<file path="src/rtl/ahb3_arb_pkg.sv">
// Shared types and AHB3-Lite encodings for the round-robin AHB3 arbiter.
package ahb3_arb_pkg;

  typedef enum logic [1:0] {
    IDLE,
    ADDR,
    DATA,
    RESP
  } arb_state_t;

  localparam logic [1:0] HTRANS_IDLE   = 2'b00;
  localparam logic [1:0] HTRANS_NONSEQ = 2'b10;
  localparam logic [2:0] HSIZE_WORD    = 3'b010;
  localparam logic [2:0] HBURST_SINGLE = 3'b000;
  localparam logic [3:0] HPROT_DFLT    = 4'b0011;

endpackage

</file>
<file path="src/rtl/ahb3_rr_picker.sv">
// Combinational round-robin picker: first requester strictly after 'last', cyclically.
module ahb3_rr_picker #(
  parameter int NREQ = 4,
  parameter int IW   = $clog2(NREQ)
) (
  input  logic [NREQ-1:0] req,
  input  logic [IW-1:0]   last,
  output logic            valid,
  output logic [IW-1:0]   idx
);

  logic [NREQ-1:0] rot;
  logic [IW-1:0]   cand;
  logic [IW-1:0]   enc;
  int              sum;

  // rot[k] is the request of the requester k+1 positions after 'last'
  always_comb begin
    rot   = '0;
    cand  = last;
    enc   = '0;
    sum   = 0;
    valid = |req;
    for (int k = 0; k < NREQ; k++) begin
      cand   = (cand == IW'(NREQ - 1)) ? '0 : cand + 1'b1;
      rot[k] = req[cand];
    end
    for (int k = NREQ - 1; k >= 0; k--) begin
      if (rot[k]) enc = IW'(k);
    end
    sum = int'(last) + 1 + int'(enc);
    if (sum >= NREQ) sum = sum - NREQ;
    idx = IW'(sum);
  end

endmodule

</file>
<file path="src/rtl/ahb3_arbiter.sv">
// Round-robin sequencer sharing one AHB3-Lite slave among NREQ requesters.
// Optional `AHB3_ARB_LOCK_EN adds a lock input that re-grants the owner and drives hmastlock.
module ahb3_arbiter
  import ahb3_arb_pkg::*;
#(
  parameter int NREQ = 4,
  parameter int AW   = 32,
  parameter int DW   = 32
) (
  input  logic                    hclk,
  input  logic                    hrst,
  input  logic [NREQ-1:0]         req,
  input  logic [NREQ-1:0]         we,
  input  logic [NREQ*AW-1:0]      addr,
  input  logic [NREQ*DW-1:0]      wdata,
`ifdef AHB3_ARB_LOCK_EN
  input  logic [NREQ-1:0]         lock,
`endif
  output logic [NREQ-1:0]         ack,
  output logic [DW-1:0]           rdata,
  output logic                    err,
  output logic [$clog2(NREQ)-1:0] gnt_id,
  output logic                    hsel,
  output logic [AW-1:0]           haddr,
  output logic [DW-1:0]           hwdata,
  output logic                    hwrite,
  output logic [2:0]              hsize,
  output logic [2:0]              hburst,
  output logic [3:0]              hprot,
  output logic [1:0]              htrans,
  output logic                    hmastlock,
  output logic                    hready,
  input  logic [DW-1:0]           hrdata,
  input  logic                    hreadyout,
  input  logic                    hresp
);

  localparam int IW = $clog2(NREQ);

  arb_state_t    state, state_nx;
  logic [IW-1:0] last;
  logic [IW-1:0] pick_id;
  logic [IW-1:0] sel_id;
  logic          pick_valid;
  logic [DW-1:0] lat_wdata;
  logic [AW-1:0] addr_arr  [NREQ];
  logic [DW-1:0] wdata_arr [NREQ];

  always_comb begin
    for (int i = 0; i < NREQ; i++) begin
      addr_arr[i]  = addr[i*AW +: AW];
      wdata_arr[i] = wdata[i*DW +: DW];
    end
  end

  ahb3_rr_picker #(.NREQ(NREQ), .IW(IW)) u_picker (
    .req   (req),
    .last  (last),
    .valid (pick_valid),
    .idx   (pick_id)
  );

  assign hsize  = HSIZE_WORD;
  assign hburst = HBURST_SINGLE;
  assign hprot  = HPROT_DFLT;
  assign hready = 1'b1;

`ifdef AHB3_ARB_LOCK_EN
  logic lock_hold;

  // A locked owner that still requests skips the rotation for one grant
  assign sel_id = (lock_hold && req[gnt_id]) ? gnt_id : pick_id;

  always_ff @(posedge hclk) begin
    if (hrst) begin
      lock_hold <= 1'b0;
      hmastlock <= 1'b0;
    end else begin
      case (state)
        IDLE: if (pick_valid) begin
          hmastlock <= lock[sel_id];
          lock_hold <= 1'b0;
        end
        DATA: if (hreadyout) hmastlock <= 1'b0;
        RESP: lock_hold <= lock[gnt_id];
        default: ;
      endcase
    end
  end
`else
  assign sel_id    = pick_id;
  assign hmastlock = 1'b0;
`endif

  always_ff @(posedge hclk) begin
    if (hrst) state <= IDLE;
    else      state <= state_nx;
  end

  always_comb begin
    state_nx = state;
    case (state)
      IDLE:    if (pick_valid) state_nx = ADDR;
      ADDR:    state_nx = DATA;
      DATA:    if (hreadyout) state_nx = RESP;
      RESP:    state_nx = IDLE;
      default: state_nx = IDLE;
    endcase
  end

  // Bus outputs are registered so each phase lines up with the state it belongs to
  always_ff @(posedge hclk) begin
    if (hrst) begin
      hsel      <= 1'b0;
      htrans    <= HTRANS_IDLE;
      haddr     <= '0;
      hwdata    <= '0;
      hwrite    <= 1'b0;
      ack       <= '0;
      rdata     <= '0;
      err       <= 1'b0;
      gnt_id    <= '0;
      last      <= IW'(NREQ - 1);
      lat_wdata <= '0;
    end else begin
      ack <= '0;
      case (state)
        IDLE: if (pick_valid) begin
          gnt_id    <= sel_id;
          haddr     <= addr_arr[sel_id];
          hwrite    <= we[sel_id];
          lat_wdata <= wdata_arr[sel_id];
          hsel      <= 1'b1;
          htrans    <= HTRANS_NONSEQ;
        end
        ADDR: begin
          htrans <= HTRANS_IDLE;
          hwdata <= lat_wdata;
        end
        DATA: if (hreadyout) begin
          hsel        <= 1'b0;
          rdata       <= hrdata;
          err         <= hresp;
          ack[gnt_id] <= 1'b1;
        end
        RESP: last <= gnt_id;
        default: ;
      endcase
    end
  end

endmodule
</file>
<file path="config.mk">
export PLATFORM = sky130hd
export DESIGN_NAME = ahb3_arbiter
export DESIGN_NICKNAME = d
export VERILOG_FILES = /design/src/rtl/ahb3_arb_pkg.sv /design/src/rtl/ahb3_rr_picker.sv /design/src/rtl/ahb3_arbiter.sv
export SDC_FILE = /design/constraint.sdc
export NUM_CORES = 1
export LEC_CHECK = 0
export ABC_CLOCK_PERIOD_IN_PS = 4300
export BUFFER_PORTS_ARGS = -buffer_cell sky130_fd_sc_hd__buf_2
export CELL_PAD_IN_SITES_DETAIL_PLACEMENT = 0
export CELL_PAD_IN_SITES_GLOBAL_PLACEMENT = 1
export CORE_AREA = 2 2 165 167
export DETAILED_ROUTE_END_ITERATION = 8
export DIE_AREA = 0 0 167 169
export HOLD_SLACK_MARGIN = 0.02
export PLACE_DENSITY_LB_ADDON = 0.1
export SLEW_MARGIN = 20
export SYNTH_ARGS = -nofsm -noshare
export SYNTH_HDL_FRONTEND = slang
export SYNTH_SLANG_ARGS = --single-unit
</file>
<file path="constraint.sdc">
create_clock -name hclk -period 4.3 [get_ports hclk]
set_input_delay 0.43 -clock hclk [delete_from_list [all_inputs] [get_ports hclk]]
set_output_delay 0.43 -clock hclk [all_outputs]
set_load 0.02 [all_outputs]
</file>
== After elaboration in Yosys (flattened, before gate mapping) ==
Cells that the tools add are included.

* Memories: 0
* Memory bits (writable): 0
* Bits in registers: 143
* Logic and storage cells: 86
* ROM bits: 0
* Latch bits: 0

* Shift-type cells: 0
* Equality and inequality tests: 9
* Order comparisons: 9
* Multipliers: 0
* Reduce and logical (&&, ||, !) cells: 11
* Divide/modulo/power cells: 0
* Add/subtract/negate cells: 7
* Bitwise operators: 3
* Muxes and demuxes: 35

{| class="wikitable"
|+ Operator list
! kind !! count
|-
| $bmux 32 s2 || 2
|-
| $mux 32 || 4
|-
| $ge 32x4->1 const B || 1
|-
| $mux 2 || 12
|-
| $lt 2x3->1 const B || 6
|-
| $eq 2x2->1 const B || 6
|-
| $bmux 1 s2 || 5
|-
| $add 2x1->2 const B || 4
|-
| $mux 1 || 8
|-
| $pmux 2 s4 || 1
|-
| $reduce_and 2->1 || 4
|-
| $add 3x2->4 || 1
|-
| $ne 2x2->1 const B || 2
|-
| $pmux 2 s2 || 1
|-
| $reduce_bool 2->1 || 2
|-
| $reduce_or 4->1 || 1
|-
| $add 2x1->3 const B || 1
|-
| $ge 3x3->1 const B || 1
|-
| $not 2->3 || 1
|-
| $reduce_and 3->1 || 1
|-
| $reduce_or 3->1 || 1
|-
| $demux 1 s2 || 1
|-
| $eq 2x1->1 const B || 1
|-
| $ge 2x1->1 const B || 1
|-
| other kinds (5) || 6
|}

== Logic depth before layout (Yosys ltp) ==
Gate-level depths: netlist (run 1).

* Depth in word-level cells: 21
* Mapped depth: 15
* Gate-level depth less buffers: 12

== Modules after synthesis ==
Synthesis (run 1) repeated with hierarchy kept, for this count alone.

* Cells, all modules: 717
* Area, all modules: 6984.2 um^2

{| class="wikitable"
|+ Modules (own cells, without submodules)
! module !! area each (um^2) !! cells an instance !! times used
|-
| ahb3_arbiter || 6751.5 || 681 || 1
|-
| ahb3_rr_picker || 232.7 || 36 || 1
|}

== Worst setup path before layout (run 1) ==
OpenSTA, ideal clock, no wires.

* Path type: register to register
* From: register last[0]
* To: register haddr[17]
* Required time: 4183 ps
* Slack: 1351 ps
* Period minus slack after synthesis: 2949 ps
* Stages on the path, launching flop included: 13
* Arrival time: 2832 ps
* Path through: dfxtp_1 > buf_4 > mux2i_1 > or3b_2 > a21oi_1 > nor2_1 > ha_1 > buf_2 > buf_4 > clkbuf_1 > mux2i_1 > o221a_2 > o21ai_1

* Word-level cells in the longest chain between the ends: 21

{| class="wikitable"
|+ RTL lines
! what !! RTL line !! text
|-
| from (decl) || ahb3_arbiter.sv:41 || <nowiki>logic [IW-1:0] last;</nowiki>
|-
| from (signal assigned) || ahb3_arbiter.sv:123 || <nowiki>last <= IW'(NREQ - 1);</nowiki>
|-
| from (signal assigned) || ahb3_arbiter.sv:146 || <nowiki>RESP: last <= gnt_id;</nowiki>
|-
| $add 2x1->2 / $eq 2x2->1 (equally long branches) || ahb3_rr_picker.sv:25 || <nowiki>cand = (cand == IW'(NREQ - 1)) ? '0 : cand + 1'b1;</nowiki>
|-
| $mux 2 || ahb3_rr_picker.sv:25 ||
|-
| $add 2x1->2 / $eq 2x2->1 (equally long branches) || ahb3_rr_picker.sv:25 ||
|-
| $mux 2 || ahb3_rr_picker.sv:25 ||
|-
| $add 2x1->2 / $eq 2x2->1 (equally long branches) || ahb3_rr_picker.sv:25 ||
|-
| $mux 2 || ahb3_rr_picker.sv:25 ||
|-
| $add 2x1->2 / $eq 2x2->1 (equally long branches) || ahb3_rr_picker.sv:25 ||
|-
| $mux 2 || ahb3_rr_picker.sv:25 ||
|-
| $bmux 1 s2 || ahb3_rr_picker.sv:26 || <nowiki>rot[k] = req[cand];</nowiki>
|-
| $mux 1 (implied by the code) || ahb3_rr_picker.sv:26 ||
|-
| $mux 2 (4 in series) || ahb3_rr_picker.sv:29 || <nowiki>if (rot[k]) enc = IW'(k);</nowiki>
|-
| $add 3x2->4 (*) || ahb3_rr_picker.sv:31 || <nowiki>sum = int'(last) + 1 + int'(enc);</nowiki>
|-
| $ge 32x4->1 / $sub 2x1->2 (equally long branches) || ahb3_rr_picker.sv:32 || <nowiki>if (sum >= NREQ) sum = sum - NREQ;</nowiki>
|-
| $mux 2 (*) || ahb3_rr_picker.sv:32 ||
|-
| $not 2->3 (implied by the code) (*) || ahb3_arbiter.sv:130 || <nowiki>haddr <= addr_arr[sel_id];</nowiki>
|-
| $bmux 32 s2 (*) || ahb3_arbiter.sv:130 ||
|-
| $mux 32 (implied by the code) (*) (2 in series) || ahb3_arbiter.sv:130 ||
|-
| to (signal assigned) || ahb3_arbiter.sv:130 ||
|-
| to (decl) || ahb3_arbiter.sv:24 || <nowiki>output logic [AW-1:0] haddr,</nowiki>
|}

Mark *: on every way between the ends. The rest lies on a longest branch, timed or not. The select of a mux whose other input is x is not followed.
A chain may end at the register's enable or synchronous reset.

== Worst setup path after layout (run 1) ==
* From: register last[0]
* To: register hwrite

* Word-level cells in the longest chain between the ends: 19

{| class="wikitable"
|+ RTL lines
! what !! RTL line !! text
|-
| $add 2x1->2 / $eq 2x2->1 (equally long branches) || ahb3_rr_picker.sv:25 ||
|-
| $mux 2 || ahb3_rr_picker.sv:25 ||
|-
| $add 2x1->2 / $eq 2x2->1 (equally long branches) || ahb3_rr_picker.sv:25 ||
|-
| $mux 2 || ahb3_rr_picker.sv:25 ||
|-
| $add 2x1->2 / $eq 2x2->1 (equally long branches) || ahb3_rr_picker.sv:25 ||
|-
| $mux 2 || ahb3_rr_picker.sv:25 ||
|-
| $add 2x1->2 / $eq 2x2->1 (equally long branches) || ahb3_rr_picker.sv:25 ||
|-
| $mux 2 || ahb3_rr_picker.sv:25 ||
|-
| $bmux 1 s2 || ahb3_rr_picker.sv:26 ||
|-
| $mux 1 (implied by the code) || ahb3_rr_picker.sv:26 ||
|-
| $mux 2 (4 in series) || ahb3_rr_picker.sv:29 ||
|-
| $add 3x2->4 (*) || ahb3_rr_picker.sv:31 ||
|-
| $ge 32x4->1 / $sub 2x1->2 (equally long branches) || ahb3_rr_picker.sv:32 ||
|-
| $mux 2 (*) || ahb3_rr_picker.sv:32 ||
|-
| $bmux 1 s2 (*) || ahb3_arbiter.sv:131 || <nowiki>hwrite <= we[sel_id];</nowiki>
|-
| $mux 1 (implied by the code) (*) || ahb3_arbiter.sv:131 ||
|-
| to (signal assigned) || ahb3_arbiter.sv:131 ||
|-
| to (decl) || ahb3_arbiter.sv:26 || <nowiki>output logic hwrite,</nowiki>
|}

Marks and branches as above.

==> impl_metrics.toml, run 1 <==
[worst_setup_path]
path_class = "reg2reg"
cp-start-kind = "register"
end_kind = "register"
arrival_ns = 3.75
path_delay_family = "simple AND/OR/NAND/NOR gates"
cp_max_fo = 69
cp_slowest_stage_delay_ns = 0.52
path_cells = "mux2i_1 -> or3b_2 -> a21oi_1 -> nor2_1 -> ha_4 -> xnor2_1 -> nand2_4 -> buf_4 -> o22ai_1 -> nor2_1 -> o21ai_1"
crit_required_ns = 4.66
slowest_stage = "dfxtp_1"
cp_num_buf_inv = 1
cp_common_cell = "nor2_1"
r2r_setup_slack_ns = 0.91

[placement]
gp_congestion = 0.722
port_buffers = 405
dp_slack_ns = 0.907
dp_hpwl_mm = 19.9
placed_area_mm2 = 0.0102

[floorplanning]
die_y_um = 169
coreArea_mm2 = 0.0265
start_util = 0.306
fp.dieW_um = 167
dieArea_mm2 = 0.0282
ios = 419
rows = 60

[timing]
worstMarginPinSlew_ns = 0.862
fin_skew_ns = 0.0120
hold_viol = 0
relSlewSlack = 0.425
slew_violations = 0
period_minus_slack_ns = 3.39
min_period_over_period = 0.788
max_freq_ghz = 0.295
rsz0062_at_grt = "no"
setup_slack_ns = 0.914
finalSetupTns_ns = 0
setup_viol = 0

[global_routing]
antenna_found_initial = 1
overflow = 0
grt_pass1_wl_mm = 41.1
grt_max_degree = 75
grt_usage = 0.184
grt_pass1_vias = 7455

[pwr]
vdd_ir_drop_max_v = 0.000250
total_power_mw = 6.65
power.leakage_nw = 5.34
power_density_mw_per_mm2 = 618

[cts]
cts_buffer_depth = 2
ctsHtreeMaxLevel = 4
cts-root-buf = "clkbuf_16"
cts_buffers = 17
clkLatencyLatePin_ns = 0.44
cts.repair.resized = 0
post-cts-setup-buffers = 0
cts.clk_slew.worst_paths_ns = 0.07
cts_tree = "done"
hold_buffers = 0
cts.sinks = 142

[detailed_routing]
wirelength_mm = 26.7
viasPerCell = 4.89
drt_iter0_drc = 490
vias = 8034
drc = 0
wire_per_inst_um = 16.3
postRouteAntennaNets = 0
first_pass_iters = 5

[synthesis]
yosysSeqAreaShare = 0.351
synth_xor_area_frac = 0.00216
synth_adder_area_share = 0.0108
ys_types = 38
synth_compound_area_frac = 0.214
ys_warn_count = 0
avgSynthCellArea_um2 = 8.69
synth_area_mm2 = 0.00811
synth_top_family_by_area = "compound AO/OA/AOI/OAI gates"
synth-seq-cells = 142
synthMuxAreaShare = 0.209
yosys.area_share.simple = 0.131
postSynthCellCount = 933

[layout]
fillCellCount = 2832
area_growth_pct = 32.9
finalNetCount = 1594
post-route-util = 0.407
drive_above_1_share = 0.407
stdcell_area_mm2 = 0.0108

[worst_hold_path]
min_path_type = "in2reg"

[run_status]
status = "completed"

[run]
drv_cap = 0
[layout make-up]
class / count / area [µm²] / share of cell area
inverter: 4 / 15.0 / 0.00139
timing repair buffer: 422 / 2230 / 0.207
antenna: 1 / 2.50 / 0.000232
multi-input combinational: 700 / 4680 / 0.434
sequential: 142 / 2840 / 0.264
clock buffer: 17 / 425 / 0.0395
clock inverter: 15 / 155 / 0.0144
tap: 341 / 427 / 0.0396
[cells by family after synthesis]
group	count (synthesis)
DFF	142
buffers and inverters	102
and+or+nand+nor	267
xor gates and xnor gates	2
AOI/OAI and AO/OA	243
other	2
muxes	168
adders and majority gates	7
[final timing paths]
kind                                                to                   start  cells past startpoint
worst max-delay path               hwrite$_SDFFE_PP0P_    last[0]$_SDFFE_PP1N_                     11
worst min-delay path             rdata[9]$_SDFFE_PP0P_               hrdata[9]                      3
worst max register to register     hwrite$_SDFFE_PP0P_    last[0]$_SDFFE_PP1N_                     11
worst min register to register  haddr[16]$_SDFFE_PP0P_  haddr[16]$_SDFFE_PP0P_                      2
[Yosys cell counts (all sizes together)]
library cell	number	share of area
o21ai	70	0.043
dfxtp	142	0.35
o221a	64	0.089
and4	1	0.0011
mux2i	167	0.21
o22ai	65	0.050
nand2b	3	0.0026
buf	71	0.067
o31ai	1	0.00093
nor3	5	0.0031
a21oi	38	0.023
o221ai	1	0.0011
mux2	1	0.0014
nand2	139	0.065
and2	3	0.0026
clkbuf	27	0.013
conb	2	0.00093
a211oi	1	0.00093
a311o	1	0.0014
inv	4	0.0019
nor2	108	0.050
or3b	1	0.0011
xnor2	2	0.0022
o211ai	1	0.00093
o41a	1	0.0026
nor2b	2	0.0015
nand3b	1	0.00093
ha	7	0.011
nor4b	2	0.0022
nor4	2	0.0015
[cells in the final DEF (no fill, tap or decap), types with 3 or more instances in the layout]
cell	instances
ha_1	5
dfxtp_1	142
o21ai_1	64
buf_12	6
buf_4	11
clkbuf_16	17
nor2_1	107
o21ai_0	6
o221a_2	64
buf_2	405
inv_1	4
o22ai_1	65
nor3_1	5
clkinvlp_4	3
a21oi_1	38
conb_1	13
nand2_1	138
mux2i_1	166
inv_6	7
[where the power goes]
group          switching (mW)  internal, mW
clock network           0.669         0.817
logic                    1.89          1.32
registers               0.220          1.73
[through the flow]
step / instances / hold WS, ns
2_1_floorplan: 944 / 0.425
3_5_place_dp: 1609 / 0.434
4_1_cts: 1641 / 0.213
6_report: 1642 / 0.231
5_1_grt: 1641 / 0.222
3_3_place_gp: 1609 / 0.432
[routing by layer]
layer | vias up | track usage | part of all wire
met2 | 281 | 0.312 | 0.48
met4 | 0 | 0.0611 | 0.020
met3 | 28 | 0.0468 | 0.068
li1 | 4076 | - | -
met1 | 3649 | 0.228 | 0.43
met5 | - | 0 | 0
[registers in the layout, summed over array words and instances, names as in the netlist]
name       cells
err            1
hwdata        32
ack            4
haddr         32
rdata         32
hwrite         1
hsel           1
lat_wdata     32
htrans         1
last           2
gnt_id         2
state          2
[worst register-to-register path, cell delays in order, from the launching register on]
cell	delay, ns
dfxtp_1	0.52
mux2i_1	0.30
or3b_2	0.46
a21oi_1	0.15
nor2_1	0.08
ha_4	0.16
xnor2_1	0.33
nand2_4	0.51
buf_4	0.42
o22ai_1	0.18
nor2_1	0.05
o21ai_1	0.15
No activity file was read; power rests on OpenSTA's default activity.
==> inputs of run 2 (changes only) <==
--- a/config.mk
+++ b/config.mk
@@ -5,13 +5,13 @@
 export SDC_FILE = /design/constraint.sdc
 export NUM_CORES = 1
 export LEC_CHECK = 0
-export ABC_CLOCK_PERIOD_IN_PS = 4300
+export ABC_CLOCK_PERIOD_IN_PS = 2900
 export BUFFER_PORTS_ARGS = -buffer_cell sky130_fd_sc_hd__buf_2
 export CELL_PAD_IN_SITES_DETAIL_PLACEMENT = 0
 export CELL_PAD_IN_SITES_GLOBAL_PLACEMENT = 1
-export CORE_AREA = 2 2 165 167
+export CORE_MARGIN = 2
+export CORE_UTILIZATION = 29
 export DETAILED_ROUTE_END_ITERATION = 8
-export DIE_AREA = 0 0 167 169
 export HOLD_SLACK_MARGIN = 0.02
 export PLACE_DENSITY_LB_ADDON = 0.1
 export SLEW_MARGIN = 20
==> constraint.sdc (replaced) <==
create_clock -name hclk -period 2.9 [get_ports hclk]
set_input_delay 0.29 -clock hclk [delete_from_list [all_inputs] [get_ports hclk]]
set_output_delay 0.29 -clock hclk [all_outputs]
set_load 0.02 [all_outputs]
==> impl_metrics.toml, run 2 (synthesized netlist as in run 1, its figures left out) <==
[run_status]
status = "completed"

[cts]
cts-root-buf = "clkbuf_16"
cts_buffer_depth = 2
clkLatencyLatePin_ns = 0.43
cts.clk_slew.worst_paths_ns = 0.07
ctsHtreeMaxLevel = 4
cts.sinks = 142
cts_buffers = 17
cts_tree = "done"

[floorplanning]
start_util = 0.293
ios = 419
fp.dieW_um = 171
coreArea_mm2 = 0.0276
rows = 61
dieArea_mm2 = 0.0293
die_y_um = 171

[timing]
fin_skew_ns = 0.0193
hold_viol = 0
relSlewSlack = 0.420
max_freq_ghz = 0.360
rsz0062_at_grt = "yes"
period_minus_slack_ns = 2.78
min_period_over_period = 0.958
setup_viol = 0
worstMarginPinSlew_ns = 0.870
slew_violations = 0

[worst_setup_path]
path_cells = "mux2i_2 -> or3b_2 -> a21oi_1 -> nor2_1 -> ha_4 -> buf_12 -> mux2i_1 -> o22ai_1 -> nor2_1 -> o21ai_1"
cp_num_buf_inv = 1
crit_required_ns = 3.21
cp_slowest_stage_delay_ns = 0.45
cp_max_fo = 22
path_delay_family = "multiplexers"
arrival_ns = 3.09
cp-start-kind = "register"
reg2reg_depth = 10
rr_startpoint = "last[0]$_SDFFE_PP1N_"
r2r_end = "haddr[0]$_SDFFE_PP0P_"
slowest_stage = "or3b_2"
cp_common_cell = "nor2_1"
end_kind = "register"
path_class = "reg2reg"
r2r_setup_slack_ns = 0.12

[layout]
fillCellCount = 2949
final_cell_mix = "buf_2 (405), mux2i_1 (157), dfxtp_1 (141)"
post-route-util = 0.402
fin_cells = 1703
mostFrequentLayoutCell = "buf_2"
antennaDiodeCount = 0
finalNetCount = 1619
stdcell_area_mm2 = 0.0111
area_growth_pct = 37.1
drive_above_1_share = 0.426

[worst_hold_path]
min-delay-start = "hrdata[8]"
hold_end = "rdata[8]$_SDFFE_PP0P_"
min_path_type = "in2reg"
whs_path_depth = 3

[run]
drv_cap = 0

[pwr]
power.leakage_nw = 5.46
total_power_mw = 10.1
vdd_ir_drop_max_v = 0.000410
power_density_mw_per_mm2 = 912

[detailed_routing]
wire_per_inst_um = 16.2
first_pass_iters = 4
viasPerCell = 4.77
drc = 0
drt_iter0_drc = 301
postRouteAntennaNets = 0
vias = 8117
wirelength_mm = 27.6

[global_routing]
grt_pass1_vias = 7395
overflow = 0
grt_usage = 0.177
grt_pass1_wl_mm = 40.2
antenna_found_initial = 2
grt_max_degree = 75

[placement]
dp_hpwl_mm = 19.9
gp_congestion = 0.751
placed_area_mm2 = 0.0104
port_buffers = 405
place_inst = 1661
[run 2: changes by cell type in the layout (fill, tap and decap cells not counted), sizes merged]
cell    previous run  this run
diode              1         0
buf              422       446
clkinv             3         2
clkbuf            17        19
bufinv             1         0
inv               12        13
[run 2: how the worst max path moves through the flow]
stage | slack, ns | depth (start not counted) | endpoint | start
6_report | 0.12 | 10 | haddr[0]$_SDFFE_PP0P_ | last[0]$_SDFFE_PP1N_
5_1_grt | -0.006 | 12 | haddr[6]$_SDFFE_PP0P_ | last[0]$_SDFFE_PP1N_
4_1_cts | 0.06 | 12 | haddr[6]$_SDFFE_PP0P_ | last[0]$_SDFFE_PP1N_
3_5_place_dp | -0.04 | 11 | haddr[0]$_SDFFE_PP0P_ | last[0]$_SDFFE_PP1N_
3_3_place_gp | -0.03 | 11 | haddr[0]$_SDFFE_PP0P_ | last[0]$_SDFFE_PP1N_
2_1_floorplan | -0.05 | 12 | haddr[17]$_SDFFE_PP0P_ | last[0]$_SDFFE_PP1N_
[run 2: layout make-up]
cell class | count | area, µm² | share of cell area
Tap cell | 378 | 473 | 0.0425
Multi-Input combinational cell | 700 | 4710 | 0.424
Clock inverter | 14 | 125 | 0.0113
Sequential cell | 142 | 2850 | 0.256
Inverter | 4 | 15.0 | 0.00135
Timing Repair Buffer | 447 | 2500 | 0.225
Clock buffer | 18 | 439 | 0.0395
[run 2: worst min-delay path: stages]
cell and delay (ns):
buf_2 0.09, nand2_1 0.04, a21oi_1 0.05
[run 2: repair_timing]
action                                  4_1_cts  5_1_grt
endpoints found under the setup margin        3       27
hold buffers                                  0        0
buffers inserted                              0        9
gates cloned                                  0        1
gates resized for setup                       2       10
pin swaps                                     0        1
endpoints found under the hold margin         0        0
[run 2: routing by layer]
layer  vias up  share of wire  GRT usage
met1      3680           0.43      0.215
met3        31          0.073     0.0472
li1       4129              -          -
met2       273           0.48      0.303
met4         4          0.019     0.0553
met5         -        0.00083          0
[run 2: metrics by stage]
stage               TNS, ns  hold slack, ns  worst slack (ns)
floorplan             -2.10           0.425           -0.0489
global placement    -0.0264           0.432           -0.0264
detailed placement  -0.0498           0.436           -0.0402
CTS                       0          0.0799            0.0638
global route        -0.0127          0.0835          -0.00649
finish                    0          0.0998             0.120
[run 2: report_power, final]
part	leakage (nW)	internal [mW]	switching [mW]	total [mW]
clock network	0.272	1.16	0.996	2.15
registers	1.17	2.57	0.319	2.89
logic	4.02	2.22	2.88	5.10
==> inputs of run 3 (changes only) <==
--- a/config.mk
+++ b/config.mk
@@ -12,6 +12,7 @@
 export CORE_MARGIN = 2
 export CORE_UTILIZATION = 29
 export DETAILED_ROUTE_END_ITERATION = 8
+export GPL_TIMING_DRIVEN = 0
 export HOLD_SLACK_MARGIN = 0.02
 export PLACE_DENSITY_LB_ADDON = 0.1
 export SLEW_MARGIN = 20
==> impl_metrics.toml, run 3 (synthesized netlist as in run 1, its figures left out) <==
[pwr]
internal_power_mw = 6.77
clkPwrFrac = 0.202
p_comb_frac = 0.546
power_switching_mw = 4.72
power.leakage_nw = 5.56
p_seq_frac = 0.252
swShare = 0.411
power_density_mw_per_mm2 = 934
vdd_ir_drop_max_v = 0.000421

[placement]
gp_congestion = 0.790
dp_slack_ns = -1.02
placed_area_mm2 = 0.0106
dp_hpwl_mm = 24.4
port_buffers = 404

[detailed_routing]
vias = 8498
first_pass_iters = 5
postRouteAntennaNets = 0
wirelength_mm = 32.2
viasPerCell = 4.81
wire_per_inst_um = 18.2
drc = 0
drt_iter0_drc = 406

[layout]
finalNetCount = 1682
drive_above_1_share = 0.489
final_cell_mix = "buf_2 (417), dfxtp_1 (141), nand2_1 (137)"
multi_input_area_mm2 = 0.00537
antennaDiodeCount = 0
area_growth_pct = 51.7
mostFrequentLayoutCell = "buf_2"
fillCellCount = 2863
layout.area.seq_mm2 = 0.00284
stdcell_area_mm2 = 0.0123
post-route-util = 0.445

[timing]
fin_skew_ns = 0.0136
rsz0062_at_grt = "yes"
min_period_over_period = 0.975
setup_viol = 0
hold_slack_ns = 0.0975
period_minus_slack_ns = 2.83
relSlewSlack = 0.427
slew_violations = 0
max_freq_ghz = 0.354
hold_viol = 0
setup_slack_ns = 0.0734
worstMarginPinSlew_ns = 0.859

[floorplanning]
die_y_um = 171
start_util = 0.293
dieArea_mm2 = 0.0293
ios = 419
rows = 61
fp.dieW_um = 171
coreArea_mm2 = 0.0276

[worst_hold_path]
min_path_type = "in2reg"

[worst_setup_path]
crit_required_ns = 3.21
path_delay_family = "multiplexers"
cp_slowest_stage_delay_ns = 0.40
path_class = "reg2reg"
cp_max_fo = 6
end_kind = "register"
slowest_stage = "or3b_4"
cp-start-kind = "register"
arrival_ns = 3.13
cp_num_buf_inv = 4
path_cells = "buf_6 -> mux2i_4 -> or3b_4 -> a21oi_2 -> nor2_1 -> ha_1 -> buf_6 -> buf_12 -> buf_12 -> mux2i_4 -> o21ai_0 -> mux2_2"

[global_routing]
antenna_found_initial = 2
grt_usage = 0.212
grt_max_degree = 17
overflow = 0
grt_pass1_vias = 8084
grt_pass1_wl_mm = 46.9

[cts]
cts.sinks = 142
clkLatencyLatePin_ns = 0.43
cts_buffers = 17
cts-root-buf = "clkbuf_16"
hold_buffers = 0
ctsHtreeMaxLevel = 4
cts_buffer_depth = 2
cts.clk_slew.worst_paths_ns = 0.07
cts_tree = "done"

[run_status]
status = "completed"

[run]
drv_cap = 0
==> run 3: cell types whose count changed in the layout (fill, tap and decap cells not counted), moves of 4 or more <==
cell,previous run,this run
mux2i_2,9,38
buf_6,0,26
buf_2,405,417
mux2i_4,1,44
buf_12,10,4
mux2i_1,157,85
buf_1,0,7
buf_4,30,26
clkbuf_1,0,18
==> run 3: final cells by class <==
class	count	area share
multi-input combinational	700	0.437
sequential	142	0.231
timing repair buffer	412	0.175
buffer	98	0.0684
tap	378	0.0385
clock buffer	18	0.0357
clock inverter	14	0.0139
inverter	4	0.00122
==> run 3: worst min-delay path, cell delays in order <==
cell and delay (ns):
buf_2 0.09, nand2_1 0.04, a21oi_1 0.05
==> run 3: routing by layer <==
metal	global-route usage	vias to the layer above	routed length, µm
li1	-	4263	-
met1	0.269	3911	14000
met2	0.364	300	15900
met3	0.0499	20	2010
met4	0.0486	4	275
met5	0	-	24
==> run 3: worst paths after layout <==
kind	slack (ns)	endpoint	cells past startpoint	from
max	0.07	lat_wdata[30]$_SDFFE_PP0P_	12	last[0]$_SDFFE_PP1N_
max reg2reg	0.07	lat_wdata[30]$_SDFFE_PP0P_	12	last[0]$_SDFFE_PP1N_
min reg2reg	0.44	haddr[12]$_SDFFE_PP0P_	2	haddr[12]$_SDFFE_PP0P_
min	0.1	rdata[5]$_SDFFE_PP0P_	3	hrdata[5]
==> run 3: power groups by stage <==
stage	sequential [mW]	clock, mW	combinational [mW]
3_3_place_gp	2.91	0	5.26
5_1_grt	2.97	2.47	6.80
4_1_cts	2.90	2.37	6.00
3_5_place_dp	2.93	0	5.27
2_1_floorplan	3.36	0	3.12
6_report	2.90	2.32	6.28
==> run 3: stage by stage <==
step	TNS, ns	power [mW]	cells
floorplan	-2.10	6.48	944
global placement	-40.04	8.16	1726
detailed placement	-40.94	8.20	1726
CTS	0	11.3	1766
global route	-1.01	12.2	1766
finish	0	11.5	1766
==> run 3: timing repair <==
| action | 4_1_cts | 5_1_grt |
|---|---|---|
| gates cloned | 3 | 0 |
| resized for setup | 114 | 79 |
| buffers inserted | 5 | 0 |
| endpoints found under the setup margin | 65 | 65 |
| pin swaps | 2 | 14 |
